**config.mk**
```make
export PLATFORM = sky130hd
export DESIGN_NAME = mem_bus_arbiter
export DESIGN_NICKNAME = d
export VERILOG_FILES = /design/src/rtl/mem_bus_arbiter_pkg.sv /design/src/rtl/mem_bus_arbiter_rr_arbiter2.sv /design/src/rtl/mem_bus_arbiter.sv
export SDC_FILE = /design/constraint.sdc
export NUM_CORES = 1
export LEC_CHECK = 0
export BUFFER_PORTS_ARGS = -buffer_cell sky130_fd_sc_hd__clkbuf_2
export CAP_MARGIN = 20
export CORE_MARGIN = 4
export CORE_UTILIZATION = 35
export DETAILED_ROUTE_END_ITERATION = 8
export PLACE_DENSITY_LB_ADDON = 0.15
export SKIP_CTS_REPAIR_TIMING = 1
export SYNTH_ARGS = -nofsm -noshare
export SYNTH_HDL_FRONTEND = slang
export SYNTH_SLANG_ARGS = --single-unit
```
**constraint.sdc**
```tcl
create_clock -name clk50M -period 1.8 [get_ports clk50M]
set_input_delay 0.45 -clock clk50M [delete_from_list [all_inputs] [get_ports clk50M]]
set_output_delay 0.45 -clock clk50M [all_outputs]
set_load 0.02 [all_outputs]
```
**src/rtl/mem_bus_arbiter_pkg.sv**
```systemverilog
// Shared definitions for the CPU/DMA memory bus arbiter: FSM encoding,
// master IDs and the read pattern returned on an aborted transaction.
package mem_bus_arbiter_pkg;

  typedef enum logic [1:0] {
    ST_IDLE  = 2'd0,
    ST_ISSUE = 2'd1,
    ST_WAIT  = 2'd2,
    ST_RESP  = 2'd3
  } state_t;

  localparam logic M_CPU = 1'b0;
  localparam logic M_DMA = 1'b1;

  localparam logic [31:0] ABORT_PATTERN = 32'hDEADBEEF;

endpackage

```
**src/rtl/mem_bus_arbiter_rr_arbiter2.sv**
```systemverilog
// rr_arbiter2: combinational two-way round-robin pick.
// A lone requester always wins; on a tie the master not granted last wins.
module rr_arbiter2
  import mem_bus_arbiter_pkg::*;
(
  input  logic i_req0,
  input  logic i_req1,
  input  logic i_last_grant,
  output logic o_grant_id,
  output logic o_valid
);

  always_comb begin
    o_valid    = i_req0 | i_req1;
    o_grant_id = M_CPU;
    if (i_req0 && i_req1) begin
      o_grant_id = ~i_last_grant;
    end else if (i_req1) begin
      o_grant_id = M_DMA;
    end
  end

endmodule

```
**src/rtl/mem_bus_arbiter.sv**
```systemverilog
// mem_bus_arbiter: serialises CPU (master 0) and DMA (master 1) onto one memory bus.
// Defining MEM_ARB_TIMEOUT_EN adds a WAIT-state timeout that aborts the transaction.
//
//   state    | meaning
//   ---------+-------------------------------------------------------
//   ST_IDLE  | no transaction; pick a requester and latch its command
//   ST_ISSUE | one-cycle mem_req start pulse to the controller
//   ST_WAIT  | waiting for mem_ack (or timeout when enabled)
//   ST_RESP  | one-cycle ack to the granted master; rdata/err valid
module mem_bus_arbiter
  import mem_bus_arbiter_pkg::*;
#(
  parameter int ADDR_W         = 32,
  parameter int DATA_W         = 32,
  parameter int TIMEOUT_CYCLES = 1023
) (
  input  logic              clk50M,
  input  logic              rst,
  input  logic              m0_req,
  input  logic [ADDR_W-1:0] m0_addr,
  input  logic              m0_is_write,
  input  logic [DATA_W-1:0] m0_wdata,
  output logic              m0_ack,
  input  logic              m1_req,
  input  logic [ADDR_W-1:0] m1_addr,
  input  logic              m1_is_write,
  input  logic [DATA_W-1:0] m1_wdata,
  output logic              m1_ack,
  output logic [DATA_W-1:0] rdata,
  output logic              err,
  output logic              mem_req,
  output logic [ADDR_W-1:0] mem_addr,
  output logic              mem_is_write,
  output logic [DATA_W-1:0] mem_wdata,
  input  logic [DATA_W-1:0] mem_rdata,
  input  logic              mem_ack,
  output logic              mem_abort
);

  state_t            r_state;
  state_t            w_state_nxt;
  logic              r_grant;
  logic              r_last_grant;
  logic [ADDR_W-1:0] r_mem_addr;
  logic              r_mem_is_write;
  logic [DATA_W-1:0] r_mem_wdata;
  logic [DATA_W-1:0] r_rdata;
  logic              w_arb_valid;
  logic              w_arb_id;
  logic              w_grant;
  logic              w_mem_done;
  logic              w_timeout;

  if (TIMEOUT_CYCLES < 1) begin : g_bad_timeout
    $error("mem_bus_arbiter: TIMEOUT_CYCLES must be >= 1");
  end

  rr_arbiter2 u_rr (
    .i_req0       (m0_req),
    .i_req1       (m1_req),
    .i_last_grant (r_last_grant),
    .o_grant_id   (w_arb_id),
    .o_valid      (w_arb_valid)
  );

  assign w_grant    = (r_state == ST_IDLE) && w_arb_valid;
  // mem_ack outside WAIT is a stray pulse and must not complete anything
  assign w_mem_done = (r_state == ST_WAIT) && mem_ack;

  always_ff @(posedge clk50M or negedge rst) begin
    if (!rst) r_state <= ST_IDLE;
    else      r_state <= w_state_nxt;
  end

  always_comb begin
    w_state_nxt = r_state;
    mem_req     = 1'b0;
    m0_ack      = 1'b0;
    m1_ack      = 1'b0;
    case (r_state)
      ST_IDLE: begin
        if (w_arb_valid) w_state_nxt = ST_ISSUE;
      end
      ST_ISSUE: begin
        mem_req     = 1'b1;
        w_state_nxt = ST_WAIT;
      end
      ST_WAIT: begin
        if (w_mem_done || w_timeout) w_state_nxt = ST_RESP;
      end
      ST_RESP: begin
        m0_ack      = (r_grant == M_CPU);
        m1_ack      = (r_grant == M_DMA);
        w_state_nxt = ST_IDLE;
      end
      default: w_state_nxt = ST_IDLE;
    endcase
  end

  // last_grant resets to DMA so the CPU wins the first tie
  always_ff @(posedge clk50M or negedge rst) begin
    if (!rst) begin
      r_grant        <= M_DMA;
      r_last_grant   <= M_DMA;
      r_mem_addr     <= '0;
      r_mem_is_write <= 1'b0;
      r_mem_wdata    <= '0;
      r_rdata        <= '0;
    end else begin
      if (w_grant) begin
        r_grant        <= w_arb_id;
        r_mem_addr     <= (w_arb_id == M_DMA) ? m1_addr     : m0_addr;
        r_mem_is_write <= (w_arb_id == M_DMA) ? m1_is_write : m0_is_write;
        r_mem_wdata    <= (w_arb_id == M_DMA) ? m1_wdata    : m0_wdata;
      end
      if (w_mem_done) begin
        r_rdata <= mem_rdata;
      end
`ifdef MEM_ARB_TIMEOUT_EN
      else if (w_timeout) begin
        r_rdata <= DATA_W'(ABORT_PATTERN);
      end
`endif
      if (r_state == ST_RESP) begin
        r_last_grant <= r_grant;
      end
    end
  end

`ifdef MEM_ARB_TIMEOUT_EN
  localparam int                TCNT_W    = $clog2(TIMEOUT_CYCLES + 1);
  localparam logic [TCNT_W-1:0] TCNT_LAST = TCNT_W'(TIMEOUT_CYCLES - 1);

  logic [TCNT_W-1:0] r_tcnt;
  logic              r_err;

  // held at zero outside WAIT, so it is already clear on entry
  always_ff @(posedge clk50M or negedge rst) begin
    if (!rst)                   r_tcnt <= '0;
    else if (r_state != ST_WAIT) r_tcnt <= '0;
    else if (!mem_ack)          r_tcnt <= r_tcnt + TCNT_W'(1);
  end

  // a mem_ack in the final WAIT cycle beats the timeout
  assign w_timeout = (r_state == ST_WAIT) && !mem_ack && (r_tcnt == TCNT_LAST);

  always_ff @(posedge clk50M or negedge rst) begin
    if (!rst)            r_err <= 1'b0;
    else if (w_mem_done) r_err <= 1'b0;
    else if (w_timeout)  r_err <= 1'b1;
  end

  assign err = r_err;
`else
  assign w_timeout = 1'b0;
  assign err       = 1'b0;
`endif

  assign mem_abort    = w_timeout;
  assign mem_addr     = r_mem_addr;
  assign mem_is_write = r_mem_is_write;
  assign mem_wdata    = r_mem_wdata;
  assign rdata        = r_rdata;

endmodule

```
---- Word level (Yosys, flattened, before mapping) ----
Index checks and enable logic that the tools add are counted.
cells by class
  reduce and logical (&&, ||, !) cells .... 5
  eq/ne operators ......................... 5
  multiplexer cells ....................... 11
  bitwise gates (word level) .............. 3
operators with widths
  cell                  count
  $mux W32              2
  $pmux W2 S4           1
  $mux W1               6
  $eq A2 B2 Y1 const B  2
  $mux W2               2
  $ne A2 B2 Y1 const B  2
  $logic_and A1 B1 Y1   3
  $eq A2 B1 Y1 const B  1
  $logic_not A2 Y1      1
  $not A1 Y1            2
  $reduce_and A2 Y1     1
  $or A1 B1 Y1          1
storage, ports and cells
  flip-flop bits (word level) ............. 101

---- Logic depth before layout (Yosys ltp) ----
  depth in word-level cells ............... 4
  mapped depth ............................ 7

---- Hierarchy ----
From an unflattened synthesis, not the netlist that was laid out.
unflattened totals
  cells, all modules ...................... 376
  area total of the unflattened synthesis .. 4619.4 um2
modules (own cells, without submodules)
  module           instances  cells an instance  area an instance (um2)
  mem_bus_arbiter  1          374                4605.7
  rr_arbiter2      1          2                  13.8

---- Least setup slack after synthesis ----
OpenSTA, ideal clock, no wires.
  path type ............................... register to register
  start ................................... reg r_state[0]
  end ..................................... reg r_rdata[10], in the netlist rdata[10]
  cell stages (with the launch flop) ...... 6
  arrival time ............................ 1.340 ns
  path buffers ............................ 1
  path slack .............................. 0.335 ns
  required time ........................... 1.675 ns
  cells stage by stage .................... dfrtp_1 inv_1 ha_1 nand2_1 buf_2 mux2_2
between the ends
  longest elaborated chain between the ends .. 2
RTL lines
  element                 line                    source
  start, declared         mem_bus_arbiter.sv:40   state_t r_state;
  start signal, assigned  mem_bus_arbiter.sv:72   else r_state <= w_state_nxt;
  $eq A2 B2 Y1            mem_bus_arbiter.sv:68   assign w_mem_done = (r_state == ST_WAIT) && mem_ack;
  $logic_and A1 B1 Y1     mem_bus_arbiter.sv:68
  end signal, assigned    mem_bus_arbiter.sv:117  r_rdata <= mem_rdata;
  end, declared           mem_bus_arbiter.sv:47   logic [DATA_W-1:0] r_rdata;
Every way passes these cells.
A chain may end at the register's enable or synchronous reset.

---- Worst setup path in the final report ----
  start ................................... reg r_state[1]
  end ..................................... out m1_ack
between the ends
  longest elaborated chain between the ends .. 2
RTL lines
  element        line                   source
  $eq A2 B2 Y1   mem_bus_arbiter.sv:80  case (r_state)
  $mux W1        mem_bus_arbiter.sv:80
  end, declared  mem_bus_arbiter.sv:28  output logic m1_ack,
Every way passes these cells.

==> run metrics <==
post-route minimum period 1730 ps; Inserted Clock Buffers 9; antenna violations before repair 0; pin count of the biggest net entering global routing slightly above 100; number of DRC violations after detailed-routing iteration 0 134; fin. max-slew vios 0; setup slack of the worst register-to-register path ~140 ps; hold violation total from the final report 0; last weighted congestion value of the routability-driven placer 0.765; IO buf count ~270; Final Setup Violations 0; leakage power figure 3.25 nW; DP Worst Slack 173 ps; die height 124 microns; Vias 4,115; Peak VDD IR 768 uV; result of the run completed; maximum buffer depth of the clock tree 2; final hold slack 152 ps; CP Launch Type flip-flop; number of levels the H-tree was split into 3; max-slew headroom at the worst pin 63.6%; Final Instance Count excl. Fillers 888; post-synthesis average cell area 10.6 sq um; overall routed net length about 14,000 microns; Crit Path Category reg2out; routed wire length per instance 15.5 microns; critical path's largest stage delay between 400 and 500 ps; number of top-level design ports roughly 270; DP Cell Count 871; number of filler cells placed in the layout about 1,300; total die area between 15,000 and 20,000 sq um; core area around 13,000 sq um; cell count of the worst reg-to-reg path 5; TritonCTS clock tree built; reg2reg end r_state[1]$_DFFE_PN0P_; aggregate global routing overflow 0; CTS sink cnt 101; arrival time of data at the critical path endpoint 1280 ps; detailed placer's ending HPWL ~10,000 microns; count of TritonRoute iterations in the first routing pass 4; total of max-cap violations 0; DRC viols 0; Cells after Synth 448; clk root buf sky130_fd_sc_hd__clkbuf_16; worst-skew pair later-pin latency 340 ps; Clock transition at path regs 70 ps; worst clock skew on the final layout between 4 and 5 ps; setup_tns 0 ps; fraction of layout cells with a size suffix above 1 around three fifths; die outline width roughly 120 microns; number of global-route vias before repair 4,376; largest fanout on the critical path 4; starting density of the core 35.7%; global-route wire length before repair 22,300 microns; slew at the pin closest to its max-slew limit 546 ps; standard-cell row count 42; most common cell after layout, fill and taps aside sky130_fd_sc_hd__clkbuf_2; worst path setup slack after routing roughly 70 ps; worst min path class in2async; required time reported for the critical path endpoint 1350 ps; r2r startpoint r_state[1]$_DFFE_PN0P_; list of cells traversed by the critical path ha_1, and2_1, clkbuf_2; CP max stage cell sky130_fd_sc_hd__dfrtp_1; combined area of all synthesized cells 4730 sq um; Synth warnings 0; Antenna Diode Count 0; commonest cells after routing, fill and taps aside sky130_fd_sc_hd__clkbuf_2, sky130_fd_sc_hd__dfrtp_1, sky130_fd_sc_hd__a21oi_2, sky130_fd_sc_hd__nand2_1, sky130_fd_sc_hd__nor2_1; synthesis-stage register bit count 101; power per unit of standard cell area around 1900 nW/um^2; element type at the critical path end output pin; share of the yosys chip area belonging to registers around 54%; Nets just under 900; fmax just under 600 MHz; global routing usage summed across all routing layers between 10% and 20%; layout overhead on the synthesized area 39.8%; number of distinct standard cells referenced by the synthesized netlist 23; area taken by flip-flops and latches roughly 2500 sq um; post-detailed-route count of antenna-violating nets 0; DR vias/cell 4.63; final worst path period share between 90% and 100%; footprint of the multi-input gates 1990 sq um
==> cells in the mapped netlist <==
cell	count	area (sq um)
sky130_fd_sc_hd__dfrtp_1	99	2480
sky130_fd_sc_hd__and2_1	1	6.26
sky130_fd_sc_hd__nor2b_1	1	6.26
sky130_fd_sc_hd__clkbuf_1	4	15.0
sky130_fd_sc_hd__nand2_1	66	248
sky130_fd_sc_hd__a21bo_1	1	10.0
sky130_fd_sc_hd__dfstp_2	2	52.6
sky130_fd_sc_hd__buf_8	4	60.1
sky130_fd_sc_hd__a21oi_2	80	701
sky130_fd_sc_hd__a21boi_2	1	11.3
sky130_fd_sc_hd__mux2_2	34	383
sky130_fd_sc_hd__o21ai_1	1	5.00
sky130_fd_sc_hd__buf_2	18	90.1
sky130_fd_sc_hd__o32a_1	1	10.0
sky130_fd_sc_hd__a21oi_1	51	255
sky130_fd_sc_hd__inv_1	3	11.3
sky130_fd_sc_hd__conb_1	1	3.75
sky130_fd_sc_hd__nor3b_1	1	7.51
sky130_fd_sc_hd__nor2_1	65	244
sky130_fd_sc_hd__a22o_1	1	8.76
sky130_fd_sc_hd__o21a_1	1	7.51
sky130_fd_sc_hd__buf_4	7	52.6
sky130_fd_sc_hd__ha_1	5	62.6
==> critical path: cells and delay by family, from the launching register on <==
kind / cells / cell delay [ps]
flip-flops: 1 / 420
adder cells (fa/ha/maj): 1 / 220
AND/OR/NAND/NOR: 1 / 140
buffers and inverters: 1 / 160
==> worst max path at each step <==
stage                           startpoint                        end  slack, ps  cells after the start
floorplan           r_state[0]$_DFFE_PN0P_      rdata[10]$_DFFE_PN0P_        340                      5
global placement                    m0_req  mem_wdata[25]$_DFFE_PN0P_        220                      5
detailed placement  r_state[1]$_DFFE_PN0P_     r_state[1]$_DFFE_PN0P_        170                      5
CTS                 r_state[0]$_DFFE_PN0P_                     m1_ack         40                      3
global route        r_state[1]$_DFFE_PN0P_                     m0_ack         -2                      3
finish              r_state[1]$_DFFE_PN0P_                     m1_ack         70                      3
==> sequential cells by signal, indices dropped and copies added, names as in the netlist <==
signal	count
mem_is_write	1
r_state	2
r_grant	1
r_last_grant	1
mem_addr	32
mem_wdata	32
rdata	32
==> final cells by class <==
| class | instances | area share, % |
|---|---|---|
| multi-input combinational | 312 | 30.2 |
| clock inverter | 5 | 0.890 |
| tap | 176 | 3.33 |
| sequential | 101 | 38.3 |
| timing repair buffer | 280 | 23.5 |
| inverter | 3 | 0.170 |
| clock buffer | 11 | 3.67 |
==> where the power goes <==
group          total (mW)  internal (mW)  switching (mW)
registers            4.08           3.46           0.621
logic                6.23           2.42            3.81
clock network        1.98           1.12           0.862
==> kinds of logic after synthesis <==
family,synth area share [%]
other,0.0793
buffers and inverters,4.84
flip-flops,53.5
AO/OA/AOI/OAI,21.3
multiplexers,8.10
AND/OR/NAND/NOR,10.8
adder cells (fa/ha/maj),1.32
==> stage by stage <==
stage	utilization (%)	area [sq um]	power [mW]
global route	49.9	6610	13.1
detailed placement	47.6	6300	10.4
global placement	47.6	6300	10.2
CTS	49.8	6600	12.4
finish	49.9	6610	12.3
floorplan	-	4730	8.20
==> per-layer routing <==
layer  wire (microns)  track usage [%]  vias to the layer above
li1                 -                -                     2020
met1             5550             20.6                     1936
met2             6940             30.9                      139
met3              935             4.94                       20
met4              324             6.96                        0
met5                0                0                        -
(Power assumes the default switching activity.)
